--- config.mk ---
export PLATFORM = sky130hd
export DESIGN_NAME = ted_instruction_prefetch_flat
export DESIGN_NICKNAME = d
export VERILOG_FILES = /design/src/rtl/ted_instruction_prefetch_if.sv /design/src/rtl/ted_instruction_prefetch.sv /design/src/flat_wrapper.sv
export SDC_FILE = /design/constraint.sdc
export NUM_CORES = 1
export LEC_CHECK = 0
export CELL_PAD_IN_SITES_DETAIL_PLACEMENT = 0
export CELL_PAD_IN_SITES_GLOBAL_PLACEMENT = 1
export CORE_AREA = 2 2 157 144
export DETAILED_ROUTE_END_ITERATION = 12
export DIE_AREA = 0 0 159 146
export GPL_TIMING_DRIVEN = 0
export PLACE_DENSITY_LB_ADDON = 0.1
export SYNTH_ARGS = -nofsm -noshare
export SYNTH_HDL_FRONTEND = slang
export SYNTH_SLANG_ARGS = --single-unit
--- constraint.sdc ---
create_clock -name clk -period 4.7 [get_ports clk]
set_clock_uncertainty 0.1 [all_clocks]
set_input_delay 0.94 -clock clk [delete_from_list [all_inputs] [get_ports clk]]
set_output_delay 0.94 -clock clk [all_outputs]
set_load 0.005 [all_outputs]
--- src/rtl/ted_instruction_prefetch_if.sv ---
// Fetch-side bus bundle: Avalon read port to instruction memory plus the decoder valid/ready handshake.
interface ted_instruction_prefetch_if #(
  parameter int ADDR_W = 16,
  parameter int DATA_W = 32
);
  logic [ADDR_W-1:0] mem_address;
  logic              mem_chipselect;
  logic              mem_clken;
  logic              mem_write;
  logic [3:0]        mem_byteenable;
  logic [DATA_W-1:0] mem_readdata;
  logic              instr_valid;
  logic              instr_ready;
  logic [DATA_W-1:0] instr_data;
  logic [ADDR_W-1:0] instr_pc;

  modport master (
    output mem_address, mem_chipselect, mem_clken, mem_write, mem_byteenable,
    input  mem_readdata,
    output instr_valid, instr_data, instr_pc,
    input  instr_ready
  );

  modport slave (
    input  mem_address, mem_chipselect, mem_clken, mem_write, mem_byteenable,
    output mem_readdata,
    input  instr_valid, instr_data, instr_pc,
    output instr_ready
  );
endinterface

--- src/rtl/ted_instruction_prefetch.sv ---
// Sequential instruction prefetcher: 1-cycle memory reads into a DEPTH-entry FIFO, redirect/flush, OOB halt.
// Optional TED_PREFETCH_STATS_EN adds saturating fetched/stall counters.
module ted_instruction_prefetch #(
  parameter int ADDR_W    = 16,
  parameter int DATA_W    = 32,
  parameter int DEPTH     = 4,
  parameter int MEM_WORDS = 45000,
  parameter int RESET_PC  = 0
) (
  input  logic                 clk,
  input  logic                 reset_n,
  input  logic                 fetch_en,
  input  logic                 redirect_valid,
  input  logic [ADDR_W-1:0]    redirect_pc,
  ted_instruction_prefetch_if.master bus,
  output logic                 pc_oob
`ifdef TED_PREFETCH_STATS_EN
  ,
  output logic [31:0]          stat_fetched,
  output logic [31:0]          stat_stall
`endif
);
  localparam int PTR_W = $clog2(DEPTH);
  localparam logic [0:0] ST_RUN  = 1'b0;
  localparam logic [0:0] ST_HALT = 1'b1;
  localparam logic [ADDR_W-1:0] LAST_PC = ADDR_W'(MEM_WORDS - 1);

  logic [0:0]        state;
  logic [ADDR_W-1:0] pc;
  logic              inflight;
  logic [ADDR_W-1:0] inflight_pc;
  logic [PTR_W-1:0]  rd_ptr, wr_ptr;
  logic [PTR_W:0]    count;
  logic [DATA_W-1:0] data_q [DEPTH];
  logic [ADDR_W-1:0] pc_q   [DEPTH];
  logic [DATA_W-1:0] hold_data;
  logic [ADDR_W-1:0] hold_pc;
  logic              issue, push, pop, redirect_oob;

  // Space for the inflight word is reserved at issue, so a landing response always fits.
  assign issue = (state == ST_RUN) && fetch_en && !redirect_valid &&
                 ((count + (PTR_W+1)'(inflight)) < (PTR_W+1)'(DEPTH));
  assign push  = inflight && !redirect_valid;
  assign pop   = bus.instr_valid && bus.instr_ready && !redirect_valid;
  assign redirect_oob = 32'(redirect_pc) >= 32'(MEM_WORDS);

  assign bus.mem_address    = issue ? pc : '0;
  assign bus.mem_chipselect = issue;
  assign bus.mem_clken      = 1'b1;
  assign bus.mem_write      = 1'b0;
  assign bus.mem_byteenable = 4'hF;

  // Head outputs fall back to the last shown value so they hold while the FIFO is empty.
  assign bus.instr_valid = (count != '0);
  assign bus.instr_data  = bus.instr_valid ? data_q[rd_ptr] : hold_data;
  assign bus.instr_pc    = bus.instr_valid ? pc_q[rd_ptr]   : hold_pc;

  always_ff @(posedge clk or negedge reset_n) begin
    if (!reset_n) begin
      state       <= ST_RUN;
      pc          <= ADDR_W'(RESET_PC);
      inflight    <= 1'b0;
      inflight_pc <= '0;
      rd_ptr      <= '0;
      wr_ptr      <= '0;
      count       <= '0;
      hold_data   <= '0;
      hold_pc     <= '0;
      pc_oob      <= 1'b0;
    end else begin
      inflight  <= issue;
      hold_data <= bus.instr_data;
      hold_pc   <= bus.instr_pc;
      if (issue) inflight_pc <= pc;
      if (redirect_valid) begin
        rd_ptr <= '0;
        wr_ptr <= '0;
        count  <= '0;
        pc     <= redirect_pc;
        state  <= redirect_oob ? ST_HALT : ST_RUN;
        pc_oob <= redirect_oob;
      end else begin
        if (issue)  pc     <= (pc == LAST_PC) ? '0 : pc + 1'b1;
        if (push)   wr_ptr <= wr_ptr + 1'b1;
        if (pop)    rd_ptr <= rd_ptr + 1'b1;
        count <= count + (PTR_W+1)'(push) - (PTR_W+1)'(pop);
      end
    end
  end

  always_ff @(posedge clk) begin
    if (push) begin
      data_q[wr_ptr] <= bus.mem_readdata;
      pc_q[wr_ptr]   <= inflight_pc;
    end
  end

`ifdef TED_PREFETCH_STATS_EN
  always_ff @(posedge clk or negedge reset_n) begin
    if (!reset_n) begin
      stat_fetched <= '0;
      stat_stall   <= '0;
    end else begin
      if (push && stat_fetched != 32'hFFFF_FFFF) stat_fetched <= stat_fetched + 1'b1;
      if (!bus.instr_valid && state == ST_RUN && fetch_en && stat_stall != 32'hFFFF_FFFF)
        stat_stall <= stat_stall + 1'b1;
    end
  end
`endif
endmodule
--- src/flat_wrapper.sv ---
// flat-port wrapper written by rule: the top's interface ports become plain ports
module ted_instruction_prefetch_flat 
#(
  parameter int ADDR_W    = 16,
  parameter int DATA_W    = 32,
  parameter int DEPTH     = 4,
  parameter int MEM_WORDS = 45000,
  parameter int RESET_PC  = 0
)
  (clk, reset_n, fetch_en, redirect_valid, redirect_pc, pc_oob, bus_mem_address, bus_mem_chipselect, bus_mem_clken, bus_mem_write, bus_mem_byteenable, bus_mem_readdata, bus_instr_valid, bus_instr_data, bus_instr_pc, bus_instr_ready);
  ted_instruction_prefetch_if #(.ADDR_W(ADDR_W), .DATA_W(DATA_W)) bus_i ();
  input  logic clk;
  input  logic reset_n;
  input  logic fetch_en;
  input  logic redirect_valid;
  input  logic [ADDR_W-1:0] redirect_pc;
  output logic pc_oob;
  output wire logic [$bits(bus_i.mem_address)-1:0] bus_mem_address;
  output wire logic [$bits(bus_i.mem_chipselect)-1:0] bus_mem_chipselect;
  output wire logic [$bits(bus_i.mem_clken)-1:0] bus_mem_clken;
  output wire logic [$bits(bus_i.mem_write)-1:0] bus_mem_write;
  output wire logic [$bits(bus_i.mem_byteenable)-1:0] bus_mem_byteenable;
  input wire logic [$bits(bus_i.mem_readdata)-1:0] bus_mem_readdata;
  output wire logic [$bits(bus_i.instr_valid)-1:0] bus_instr_valid;
  output wire logic [$bits(bus_i.instr_data)-1:0] bus_instr_data;
  output wire logic [$bits(bus_i.instr_pc)-1:0] bus_instr_pc;
  input wire logic [$bits(bus_i.instr_ready)-1:0] bus_instr_ready;
  assign bus_mem_address = bus_i.mem_address;
  assign bus_mem_chipselect = bus_i.mem_chipselect;
  assign bus_mem_clken = bus_i.mem_clken;
  assign bus_mem_write = bus_i.mem_write;
  assign bus_mem_byteenable = bus_i.mem_byteenable;
  assign bus_i.mem_readdata = bus_mem_readdata;
  assign bus_instr_valid = bus_i.instr_valid;
  assign bus_instr_data = bus_i.instr_data;
  assign bus_instr_pc = bus_i.instr_pc;
  assign bus_i.instr_ready = bus_instr_ready;
  ted_instruction_prefetch #(.ADDR_W(ADDR_W), .DATA_W(DATA_W), .DEPTH(DEPTH), .MEM_WORDS(MEM_WORDS), .RESET_PC(RESET_PC)) u_core (.clk(clk), .reset_n(reset_n), .fetch_en(fetch_en), .redirect_valid(redirect_valid), .redirect_pc(redirect_pc), .bus(bus_i), .pc_oob(pc_oob));
endmodule
---- Word-level counts from Yosys, hierarchy flattened ----
Memory sizes are Yosys's and may differ from the RTL's.
Cells that the tools add are included.
operators by class
  reductions and logical operators ........ 11
  equality and inequality tests ........... 1
  magnitude comparators ................... 2
  mux-type cells .......................... 14
  bitwise gates (word level) .............. 1
  add/sub/neg operators ................... 6
operators with widths
  operator                 count
  $mux W16                 5
  $mux W32                 1
  $add A16 B1 Y16 const B  1
  $eq A16 B16 Y1 const B   1
  $ge A16 B16 Y1 const B   1
  $mux W2                  4
  $add A3 B1 Y3            2
  $logic_and A1 B1 Y1      6
  $reduce_bool A2 Y1       3
  $add A2 B1 Y2 const B    2
  $lt A3 B3 Y1 const B     1
  $mux W1                  3
  $mux W3                  1
  $reduce_bool A3 Y1       1
  $sub A3 B1 Y3            1
  $logic_not A1 Y1         1
  $not A1 Y1               1
word-level totals
  input port bits ......................... 53
  output and inout port bits .............. 73
  RAM bits ................................ 192
  flip-flop bits (word level) ............. 90
  memories kept ........................... 2
  logic and storage cells ................. 47
memories
  memory         words  bits a word  read ports  clocked after Yosys merged registers in  wr ports  line                            source
  u_core.data_q  4      32           1           0                                        1         ted_instruction_prefetch.sv:34  logic [DATA_W-1:0] data_q [DEPTH];
  u_core.pc_q    4      16           1           0                                        1         ted_instruction_prefetch.sv:35  logic [ADDR_W-1:0] pc_q [DEPTH];

---- Longest topological paths before layout ----
Gate-level depths: netlist of run 1.
  word-level depth ........................ 6
  gate-level depth with buffers ........... 13
  depth with buffers taken out ............ 11

---- Least setup slack after synthesis of run 1 ----
Ideal clock, no wire load.
  kind .................................... input -> register
  start point ............................. in redirect_valid
  end point ............................... mem u_core.data_q[0][0], enable pin
  data required time ...................... 4190 ps
  library setup time ...................... 410 ps
  buffers on the path ..................... 1
  data arrival time ....................... 2521 ps
  path slack .............................. 1668 ps
  cell stages on the path ................. 3
  cells stage by stage .................... clkbuf_1 -> nor2b_1 -> and2_1
on the way
  longest elaborated chain between the ends .. 4
ends and longest elaborated chain
  item                           line                            source
  start: declaration             flat_wrapper.sv:15              input logic redirect_valid;
  $logic_not A1 Y1               ted_instruction_prefetch.sv:43  assign push = inflight && !redirect_valid;
  $logic_and A1 B1 Y1            ted_instruction_prefetch.sv:43
  $mux W1                        ted_instruction_prefetch.sv:92  if (push) begin
  $mux W1 (not written as such)  ted_instruction_prefetch.sv:93  data_q[wr_ptr] <= bus.mem_readdata;
  end: declaration               ted_instruction_prefetch.sv:34
Every way passes these cells.

---- Worst setup path after layout of run 1 ----
  start point ............................. reg u_core.rd_ptr[1]
  end point ............................... out bus_instr_data[12]
on the way
  longest elaborated chain between the ends .. 2
ends and longest elaborated chain
  item                      line                            source
  start: declaration        ted_instruction_prefetch.sv:32  logic [PTR_W-1:0] rd_ptr, wr_ptr;
  start signal: assignment  ted_instruction_prefetch.sv:85  if (pop) rd_ptr <= rd_ptr + 1'b1;
  $mem_v2 Z4 W32            -
  $mux W32                  ted_instruction_prefetch.sv:55  assign bus.instr_data = bus.instr_valid ? data_q[rd_ptr] : hold_data;
  end: declaration          flat_wrapper.sv:25              output wire logic [$bits(bus_i.instr_data)-1:0] bus_instr_data;
Every way passes these cells.

==> reports/qor.txt, run 1 <==
Slew Viols, Final = 0
Global-route wire length before repair = 35.58 mm
Clock H-tree levels = 1
Crit path buf inv count = 3
Sequential area share after synthesis = 0.7252
Width of the die = 159 um
Antenna violations before repair = 0
CP Capture Point = bus_instr_data[12]
Setup CP Type = flop to output port
Worst path required time = 3.66 ns
Top cell type's share of synthesized area = 0.5232
Synth area leader = edfxtp_1
Die height = 146 um
Setup TNS = 0 ns
Largest net degree at the start of global routing = 58
Dpl ws = 0.4917 ns
Max IR drop VDD = 0.2598 mV
Placeable Area = 21440 um^2
N_diodes = 0
Slew HR = 0.4369
Top Family by Delay on Critical Path = buffers and inverters
Fmax achieved = 244.9 MHz
Multi-input logic area = 2854 um^2
Placed Cells = 1006
Worst flop-to-flop path endpoint = u_core.count[2]$_DFF_PN0_
RD Place Congestion = 0.8068
CP Cell Sequence = buf_1, buf_2, mux4_2, mux2_2, clkdlybuf4s50_1
Least-Margin Pin Slew = 0.8446 ns
Finished Layout Cells = 1058
Initial core utilization = 0.5140
CTS Buffer Depth = 3
Pwr dens = 574.4 nW/um^2
Switching Share = 0.2516
CTS tree = yes
Most numerous cell in the Yosys netlist = edfxtp_1
Worst min path class = input pin to asynchronous set/reset pin
Status = finished, final reports clean
Comb pwr share = 0.284
Setup slack after layout = 0.6166 ns
Layout cells sized above 1 = 0.2438
Post-cts gate resize count = 0
Gr usage total = 0.1962
Minimum clock period = 4.083 ns
DIE AREA = 23210 um^2
Final Total Pwr = 7.823 mW
Setup crit start = u_core.rd_ptr[1]$_DFFE_PN0P_
EDFF count, synth = 192
FF+latch area = 7993 um^2
Area delta synth->final = 23.58%
Synth top area cells = edfxtp_1, dfrtp_1, mux4_2
Type of origin of the critical path = flop
P_leak = 4.793 nW
Fin. Hold Viols = 0
Clock Sinks = 281
RSZ-0062 raised after global routing = false
FF-to-FF path depth = 13
Mapped Area = 11020 um^2
Total gr overflow = 0
Hold WS = 0.2847 ns
Final WL = 22.32 mm
Crit path DAT = 3.04 ns
Crit-path slowest cell = buf_1
Detailed-route DRC error count = 0
Syn Area/Cell = 18.65 um^2
First drt pass iteration count = 5
CTS Root Cell = clkbuf_16
Ys flop type = edfxtp_1
Number of global-route vias before repair = 6247
Synth cell count leaders = edfxtp_1, dfrtp_1, mux2_2, mux4_2, nand2_1
# nets final = 806
Setup Viol. Count Final = 0
Yosys warnings = 0
IO Pins = 126
Hpwl dp = 13.61 mm
Detail Route Antenna Nets = 0
Crit path depth = 5
Hold-fix buffers, CTS = 0
Yosys cell types = 53
Post-route clock period utilization = 0.8688
P_int = 5.855 mW
Flop pwr share = 0.418
Max-cap violations = 0
DR WL/cell = 21.09 um
Skew-Pair Late Insertion Delay = 0.53 ns
Fillers = 1541
FP Rows = 51
CTS Buf Count = 28
Post-CTS setup repair buffer count = 0
Reg clk slew, reported paths = 0.06 ns
Fraction of registers with async set or reset after synthesis = 0.3167
Worst reg-to-reg setup slack = 1.26 ns
FF-to-FF Start = u_core.count[1]$_DFF_PN0_
CP Max Fanout = 10
Sw power = 1.968 mW
DR iter-0 viols = 372
DR vias = 5781
Clock share of power = 0.297
Seq cells post-synth = 281
CP Capture Type = output port
Vias per Instance = 5.464
Largest stage delay on the critical path = 0.56 ns
Syn Inst Count = 591
# port buffers = 119
## registers in the layout, summed over array words and instances, names as in the netlist
register / flops
u_core.wr_ptr: 2
u_core.state: 1
u_core.hold_pc: 16
u_core.rd_ptr: 2
u_core.inflight_pc: 16
u_core.hold_data: 32
u_core.inflight: 1
u_core.pc: 16
u_core.count: 3
u_core.pc_q: 64
u_core.data_q: 128
## cell families (layout without fill, tap and decap cells)
kind of cell	after synthesis	after routing	synth area share
AO/OA/AOI/OAI	39	39	0.02577
XOR/XNOR	6	6	0.004768
adder cells (fa/ha/maj)	8	8	0.009764
buffers and inverters	42	214	0.01805
flip-flops	281	281	0.7253
multiplexers	112	112	0.1634
other	2	6	0.0006815
AND/OR/NAND/NOR	101	101	0.05234
## cell usage in the layout, fill, tap and decap left out, types with 4 or more instances in the layout
master,instances
and2_4,4
mux2_2,63
edfxtp_1,192
a21oi_1,5
buf_4,7
and2_1,15
nand4_1,4
nor2b_1,4
o21ai_0,11
xor2_1,4
and3_1,4
bufinv_16,5
clkinv_2,9
a221o_1,4
mux4_2,48
dfrtp_1,89
nand3_1,6
buf_2,9
clkdlybuf4s50_1,118
clkbuf_1,15
ha_1,7
o211ai_1,4
nand2_1,27
inv_1,10
clkbuf_8,4
nor2_1,13
conb_1,6
clkbuf_16,28
nand3b_1,5
## per-stage QoR
stage / cell area (um^2) / utilization
floorplan: 11040 / -
global placement: 12590 / 0.5872
detailed placement: 12630 / 0.5889
CTS: 13620 / 0.6352
global route: 13620 / 0.6352
finish: 13620 / 0.6352
## worst min path at each step
stage | end | cells past startpoint
floorplan | u_core.pc_q[0][0]$_DFFE_PP_ | 0
global placement | u_core.hold_data[4]$_DFF_PN0_ | 1
detailed placement | u_core.hold_data[29]$_DFF_PN0_ | 1
CTS | u_core.hold_data[19]$_DFF_PN0_ | 1
global route | u_core.hold_data[19]$_DFF_PN0_ | 1
finish | u_core.hold_data[17]$_DFF_PN0_ | 1
## power groups by stage
| stage | sequential, mW | clock, mW | combinational, mW |
|---|---|---|---|
| after CTS | 3.27 | 2.38 | 2.27 |
| after global placement | 3.30 | 0 | 2.22 |
| after floorplan | 3.25 | 0 | 1.17 |
| final | 3.27 | 2.33 | 2.22 |
| after global routing | 3.32 | 2.49 | 2.40 |
| after detailed placement | 3.32 | 0 | 2.26 |
## metal layers
metal  wire length (um)  GRT usage  up-vias
met3               1084    0.03249       39
met2              10570     0.3215      168
li1                   -          -     2599
met5                  0          0        -
met4                563    0.04864        0
met1              10090     0.2792     2975
## area by class of cell
| type | count | area share |
|---|---|---|
| sequential | 281 | 0.5869 |
| multi-input combinational | 272 | 0.2096 |
| timing repair buffer | 120 | 0.08930 |
| clock buffer | 34 | 0.05604 |
| tap | 291 | 0.02673 |
| clock inverter | 18 | 0.01690 |
| buffer | 32 | 0.01185 |
| inverter | 10 | 0.002756 |
(Power assumes the default switching activity.)
==> inputs of run 2 (changes only) <==
Settings changed: PLACE_DENSITY_LB_ADDON 0.1 to 0.3.
==> reports/qor.txt, run 2 (synthesis results as in run 1) <==
Global-route wire length before repair = 34.25 mm (-3.7%)
# port buffers = 119 (unchanged)
Crit path DAT = 3.03 ns (about the same)
Post-cts gate resize count = 0 (unchanged)
FP Rows = 51 (unchanged)
Status = finished, final reports clean
Largest net degree at the start of global routing = 52 (-10%)
Fmax achieved = 245.7 MHz (+0.33%)
DR vias = 5768 (-0.22%)
DIE AREA = 23210 um^2 (unchanged)
CTS tree = yes
Flop pwr share = 0.417 (about the same)
Util after Layout = 0.6386 (+0.003385)
Initial core utilization = 0.5140 (unchanged)
CP Capture Type = output port
Pwr dens = 573.1 nW/um^2 (-0.23%)
Crit-path most repeated cell = clkbuf_1
Post-route clock period utilization = 0.8659 (-0.002858)
RD Place Congestion = 0.8974 (+11%)
Clock Sinks = 281 (unchanged)
P_int = 5.887 mW (+0.55%)
DP Area = 12700 um^2 (+0.59%)
Final Total Pwr = 7.847 mW (+0.30%)
Width of the die = 159 um (unchanged)
Switching Share = 0.2497 (-0.001881)
Type of origin of the critical path = flop
Detail Route Antenna Nets = 0 (unchanged)
Layout cells sized above 1 = 0.2429 (-0.0009499)
Hpwl dp = 13.66 mm (+0.35%)
Hold-fix buffers, CTS = 0 (unchanged)
Placeable Area = 21440 um^2 (unchanged)
DR WL/cell = 20.15 um (-4.5%)
Detailed-route DRC error count = 0 (unchanged)
IO Pins = 126 (unchanged)
Slew HR = 0.5074 (+0.07045)
Setup TNS = 0 ns (unchanged)
Number of global-route vias before repair = 6265 (+0.29%)
FF-to-FF path depth = 13 (unchanged)
Reg clk slew, reported paths = 0.06 ns (about the same)
CTS Root Cell = clkbuf_16
P_leak = 4.820 nW (+0.57%)
Least-Margin Pin Slew = 0.7389 ns (-0.1057 ns)
Setup CP Type = flop to output port
Clock share of power = 0.300 (+0.003)
Worst path required time = 3.66 ns (about the same)
Skew-Pair Late Insertion Delay = 0.53 ns (about the same)
Crit path depth = 5 (unchanged)
Max-cap violations = 0 (unchanged)
Gr usage total = 0.1877 (-0.008457)
Fin. Hold Viols = 0 (unchanged)
CP Cell Sequence = or3_1, clkbuf_1, clkbuf_1, mux2_2, clkdlybuf4s50_1
Sw power = 1.959 mW (-0.45%)
# nets final = 810 (+0.50%)
N_diodes = 0 (unchanged)
Largest reg by FF count = u_core.data_q
Most frequent cells in the layout = edfxtp_1, clkdlybuf4s50_1, dfrtp_1
Comb pwr share = 0.283 (about the same)
CP Max Fanout = 10 (unchanged)
Total gr overflow = 0 (unchanged)
Antenna violations before repair = 0 (unchanged)
Max IR drop VDD = 0.2868 mV (+10%)
Commonest non-fill, non-tap cell in the layout = edfxtp_1
Worst min path class = input pin to asynchronous set/reset pin
Minimum clock period = 4.070 ns (-0.01343 ns)
CTS Buffer Depth = 3 (unchanged)
Vias per Instance = 5.436 (-0.51%)
Slew Viols, Final = 0 (unchanged)
Setup Viol. Count Final = 0 (unchanged)
Area delta synth->final = 24.24%
Crit-path slowest cell = clkbuf_1
CTS Buf Count = 28 (unchanged)
Die height = 146 um (unchanged)
Crit path buf inv count = 3 (unchanged)
RSZ-0062 raised after global routing = false
First drt pass iteration count = 5 (unchanged)
Clock H-tree levels = 1 (unchanged)
DR iter-0 viols = 322 (-13%)
Largest stage delay on the critical path = 0.58 ns (+0.02 ns)
Largest regs = u_core.data_q: 128 flops, u_core.pc_q: 64 flops, u_core.hold_data: 32 flops
Final WL = 21.38 mm (-4.2%)
Max reg flops = 128 (unchanged)
Top Family by Delay on Critical Path = buffers and inverters
Final design instance area without fill = 13690 um^2 (+0.53%)
Post-CTS setup repair buffer count = 0 (unchanged)
## run 2: cell count changes in the layout (fill, tap and decap cells not counted)
cell | before | now
clkbuf_16 | 28 | 29
buf_12 | 0 | 4
clkinv_8 | 1 | 0
clkbuf_1 | 15 | 18
and2_4 | 4 | 0
and2_2 | 0 | 4
clkinvlp_4 | 2 | 1
clkinv_2 | 9 | 6
## run 2: layer usage
layer,track usage,wire (um)
met5,0,0
met4,0.04273,331
met3,0.03448,1160
met2,0.3187,10550
met1,0.2564,9333
## run 2: layout make-up
| cell class | count | area (um^2) |
|---|---|---|
| Inverter | 10 | 37.54 |
| Clock buffer | 38 | 799.5 |
| Multi-Input combinational cell | 272 | 2849 |
| Sequential cell | 281 | 7993 |
| Buffer | 32 | 161.4 |
| Fill cell | 1537 | 7749 |
| Timing Repair Buffer | 124 | 1296 |
| Tap cell | 291 | 364.1 |
| Clock inverter | 13 | 191.4 |
## run 2: power groups by stage
stage / Sequential (mW) / Combinational [mW] / Clock (mW)
floorplan: 3.25 / 1.17 / 0
global route: 3.32 / 2.40 / 2.50
CTS: 3.27 / 2.27 / 2.39
global placement: 3.30 / 2.21 / 0
finish: 3.27 / 2.22 / 2.35
detailed placement: 3.32 / 2.26 / 0
## run 2: worst reg2reg max path, stage by stage, from the launching register on
cell	delay [ns]
dfrtp_1	0.46
or3_1	0.14
clkbuf_1	0.41
clkbuf_1	0.54
nand2_1	0.19
nor2_1	0.17
ha_1	0.25
inv_1	0.06
ha_1	0.14
inv_1	0.05
fa_1	0.36
xor2_1	0.18
xnor2_1	0.14
nor2_1	0.05
## run 2: final timing paths
check / from / end / slack (ns)
min: reset_n / u_core.hold_data[13]$_DFF_PN0_ / 0.31
min reg2reg: u_core.hold_data[18]$_DFF_PN0_ / u_core.hold_data[18]$_DFF_PN0_ / 0.40
max: u_core.count[1]$_DFF_PN0_ / bus_instr_data[8] / 0.63
min in group clk: u_core.hold_data[18]$_DFF_PN0_ / u_core.hold_data[18]$_DFF_PN0_ / 0.40
max in group asynchronous: reset_n / u_core.pc[8]$_DFFE_PN0P_ / 3.51
max reg2reg: u_core.count[1]$_DFF_PN0_ / u_core.count[2]$_DFF_PN0_ / 1.33
## run 2: metrics by stage
stage | hold slack, ns | setup WS, ns | instances
after floorplan | 0.3724 | 1.668 | 595
after global placement | 0.3813 | -1.197 | 1005
after detailed placement | 0.3846 | 0.5961 | 1010
after CTS | 0.3283 | 0.5572 | 1061
after global routing | 0.3544 | 0.4371 | 1061
final | 0.3133 | 0.6301 | 1061
==> inputs of run 3 (changes only) <==
Settings changed: ABC_AREA set to 1, CORE_AREA 2 2 157 144 to 2 2 165 151, DIE_AREA 0 0 159 146 to 0 0 167 153, REMOVE_ABC_BUFFERS set to 1, SKIP_CTS_REPAIR_TIMING set to 1.
==> reports/qor.txt, run 3 <==
DR iter-0 viols = 430 (+34%)
Slew HR = 0.2247 (-0.2827)
Worst path required time = 3.66 ns (about the same)
Yosys cell types = 29 (-45%)
# nets final = 1183 (+46%)
Fillers = 1957 (+27%)
CTS Root Cell = clkbuf_16
Reg clk slew, reported paths = 0.06 ns (about the same)
Largest net degree at the start of global routing = 98 (+88%)
Most frequent cells in the layout = nor2_1, edfxtp_1, o21ai_0
Final design instance area without fill = 13890 um^2 (+1.5%)
Die height = 153 um (+4.8%)
Yosys warnings = 0 (unchanged)
Final Total Pwr = 7.815 mW (-0.40%)
Crit path DAT = 3.38 ns (+0.35 ns)
Seq cells post-synth = 281 (unchanged)
Type of origin of the critical path = input pin
Vias per Instance = 5.121 (-5.8%)
DP Area = 12930 um^2 (+1.8%)
Slew Viols, Final = 0 (unchanged)
Synth cell count leaders = nor2_1, edfxtp_1, o21ai_0, nand2_1, dfrtp_1
IO Pins = 126 (unchanged)
Largest regs = u_core.data_q: 128 flops, u_core.pc_q: 64 flops, u_core.hold_data: 32 flops
Syn Inst Count = 1013 (+71%)
Max IR drop VDD = 0.3350 mV (+17%)
Global-route wire length before repair = 38.64 mm (+13%)
CTS Buffer Depth = 3 (unchanged)
CTS Buf Count = 29 (+3.6%)
DR WL/cell = 16.64 um (-17%)
Clock Sinks = 281 (unchanged)
Met1 GRT Util = 0.2648 (+0.008481)
Synth area leader = edfxtp_1
Final WL = 24.17 mm (+13%)
Clock H-tree levels = 1 (unchanged)
Syn Area/Cell = 11.16 um^2 (-40%)
CP Capture Type = output port
Detailed-route DRC error count = 0 (unchanged)
FF-to-FF path depth = 11 (-2)
Synth top area cells = edfxtp_1, dfrtp_1, nor2_1
RSZ-0062 raised after global routing = false
GRT Max-Usage Layer = met2
Initial core utilization = 0.4738 (-0.04018)
Minimum clock period = 4.423 ns (+0.3529 ns)
Pwr dens = 562.5 nW/um^2 (-1.8%)
Met2 usage = 0.3143 (-0.004371)
CP Max Fanout = 49 (+39)
DIE AREA = 25550 um^2 (+10%)
Mapped Area = 11300 um^2 (+2.5%)
FF-to-FF Start = u_core.count[1]$_DFF_PN0_
Number of global-route vias before repair = 7331 (+17%)
Gr usage total = 0.1897 (+0.002025)
Fin. Hold Viols = 0 (unchanged)
# port buffers = 119 (unchanged)
Area delta synth->final = 22.94%
Setup Viol. Count Final = 0 (unchanged)
Sequential area share after synthesis = 0.7073 (-0.01799)
Worst min path class = input pin to asynchronous set/reset pin
FP Rows = 54 (+5.9%)
Hpwl dp = 14.00 mm (+2.5%)
Fraction of registers with async set or reset after synthesis = 0.3167 (unchanged)
Commonest non-fill, non-tap cell in the layout = nor2_1
Fmax achieved = 226.1 MHz (-8.0%)
DR vias = 7441 (+29%)
Largest reg by FF count = u_core.data_q
Detail Route Antenna Nets = 0 (unchanged)
Antenna violations before repair = 0 (unchanged)
Setup CP Type = input pin to output port
Layout cells sized above 1 = 0.06638 (-0.1765)
Width of the die = 167 um (+5.0%)
Finished Layout Cells = 1453 (+37%)
RD Place Congestion = 0.8152 (-9.2%)
Placed Cells = 1399 (+39%)
Total gr overflow = 0 (unchanged)
CTS tree = yes
Skew-Pair Late Insertion Delay = 0.53 ns (about the same)
Ys flop type = edfxtp_1
Least-Margin Pin Slew = 1.161 ns (+0.4223 ns)
Max-cap violations = 0 (unchanged)
Most numerous cell in the Yosys netlist = nor2_1
Post-route clock period utilization = 0.9410 (+0.07508)
Worst reg-to-reg setup slack = 2.12 ns (+0.79 ns)
First drt pass iteration count = 5 (unchanged)
Placeable Area = 23850 um^2 (+11%)
EDFF count, synth = 192 (unchanged)
Top cell type's share of synthesized area = 0.5102 (-0.01297)
Worst flop-to-flop path endpoint = u_core.count[2]$_DFF_PN0_
N_diodes = 0 (unchanged)
Max reg flops = 128 (unchanged)
Grt met3 use = 0.02874 (-0.005741)
P_leak = 5.210 nW (+8.1%)
Status = finished, final reports clean
-- run 3: changes by cell type after synthesis, sizes merged, moves of 48 or more --
cell,change
a31oi,+49
nand2,+71
nor2,+274
mux4,-48
o21ai,+121
mux2,-63
-- run 3: cells by family after synthesis --
logic type | count (synthesis) | share of synthesized area
and+or+nand+nor | 420 | 0.1473
DFF | 281 | 0.7073
AOI/OAI and AO/OA | 187 | 0.08868
buffers and inverters | 112 | 0.04429
adders and majority gates | 8 | 0.009521
xor gates and xnor gates | 3 | 0.002325
other | 2 | 0.0006646
-- run 3: area by class of cell --
cell class                      count  area [um^2]  area share
Clock inverter                     14        150.1     0.01081
Timing Repair Buffer              131         1484      0.1068
Sequential cell                   281         7998      0.5756
Tap cell                          308        385.4     0.02774
Multi-Input combinational cell    624         2868      0.2064
Inverter                           55        211.5     0.01522
Clock buffer                       40        797.0     0.05737
-- run 3: critical path, cell delays in order --
cell,delay (ns)
dlymetal6s2s_1,0.46
nor3b_2,0.46
nand3_4,0.52
inv_2,0.26
nand2_1,0.16
inv_1,0.09
clkdlybuf4s50_1,0.49
-- run 3: how the worst max path moves through the flow --
| stage | depth (start not counted) | to | slack [ns] | from |
|---|---|---|---|---|
| after floorplan | 3 | bus_instr_data[30] | 0.53 | u_core.rd_ptr[0]$_DFFE_PN0P_ |
| after global placement | 4 | bus_instr_data[13] | -2.28 | u_core.rd_ptr[0]$_DFFE_PN0P_ |
| after detailed placement | 7 | bus_mem_address[0] | -0.68 | redirect_valid |
| after CTS | 7 | bus_mem_address[0] | -0.72 | redirect_valid |
| after global routing | 7 | bus_mem_address[0] | 0.08 | redirect_valid |
| final | 7 | bus_mem_address[0] | 0.28 | redirect_valid |
-- run 3: where the power goes --
part,internal (mW),switching [mW]
logic,1.11,1.18
registers,3.06,0.223
clock network,1.35,0.888
total,5.52,2.29
-- run 3: routing by layer --
layer | vias up | part of all wire | wire (um)
li1 | 3680 | - | -
met2 | 196 | 0.48 | 11490
met5 | - | 0 | 0
met4 | 0 | 0.019 | 461
met3 | 35 | 0.048 | 1150
met1 | 3530 | 0.46 | 11070
-- run 3: per-stage QoR --
stage                     setup WS, ns    util  hold slack (ns)  setup TNS (ns)
final                           0.2772  0.5825           0.2874               0
after global routing           0.08184  0.5825           0.3189               0
after CTS                      -0.7214  0.5820           0.3025          -8.836
after global placement          -2.283  0.5282           0.3946         -719.67
after floorplan                 0.5327       -           0.3763               0
after detailed placement       -0.6783  0.5423           0.3982          -8.300
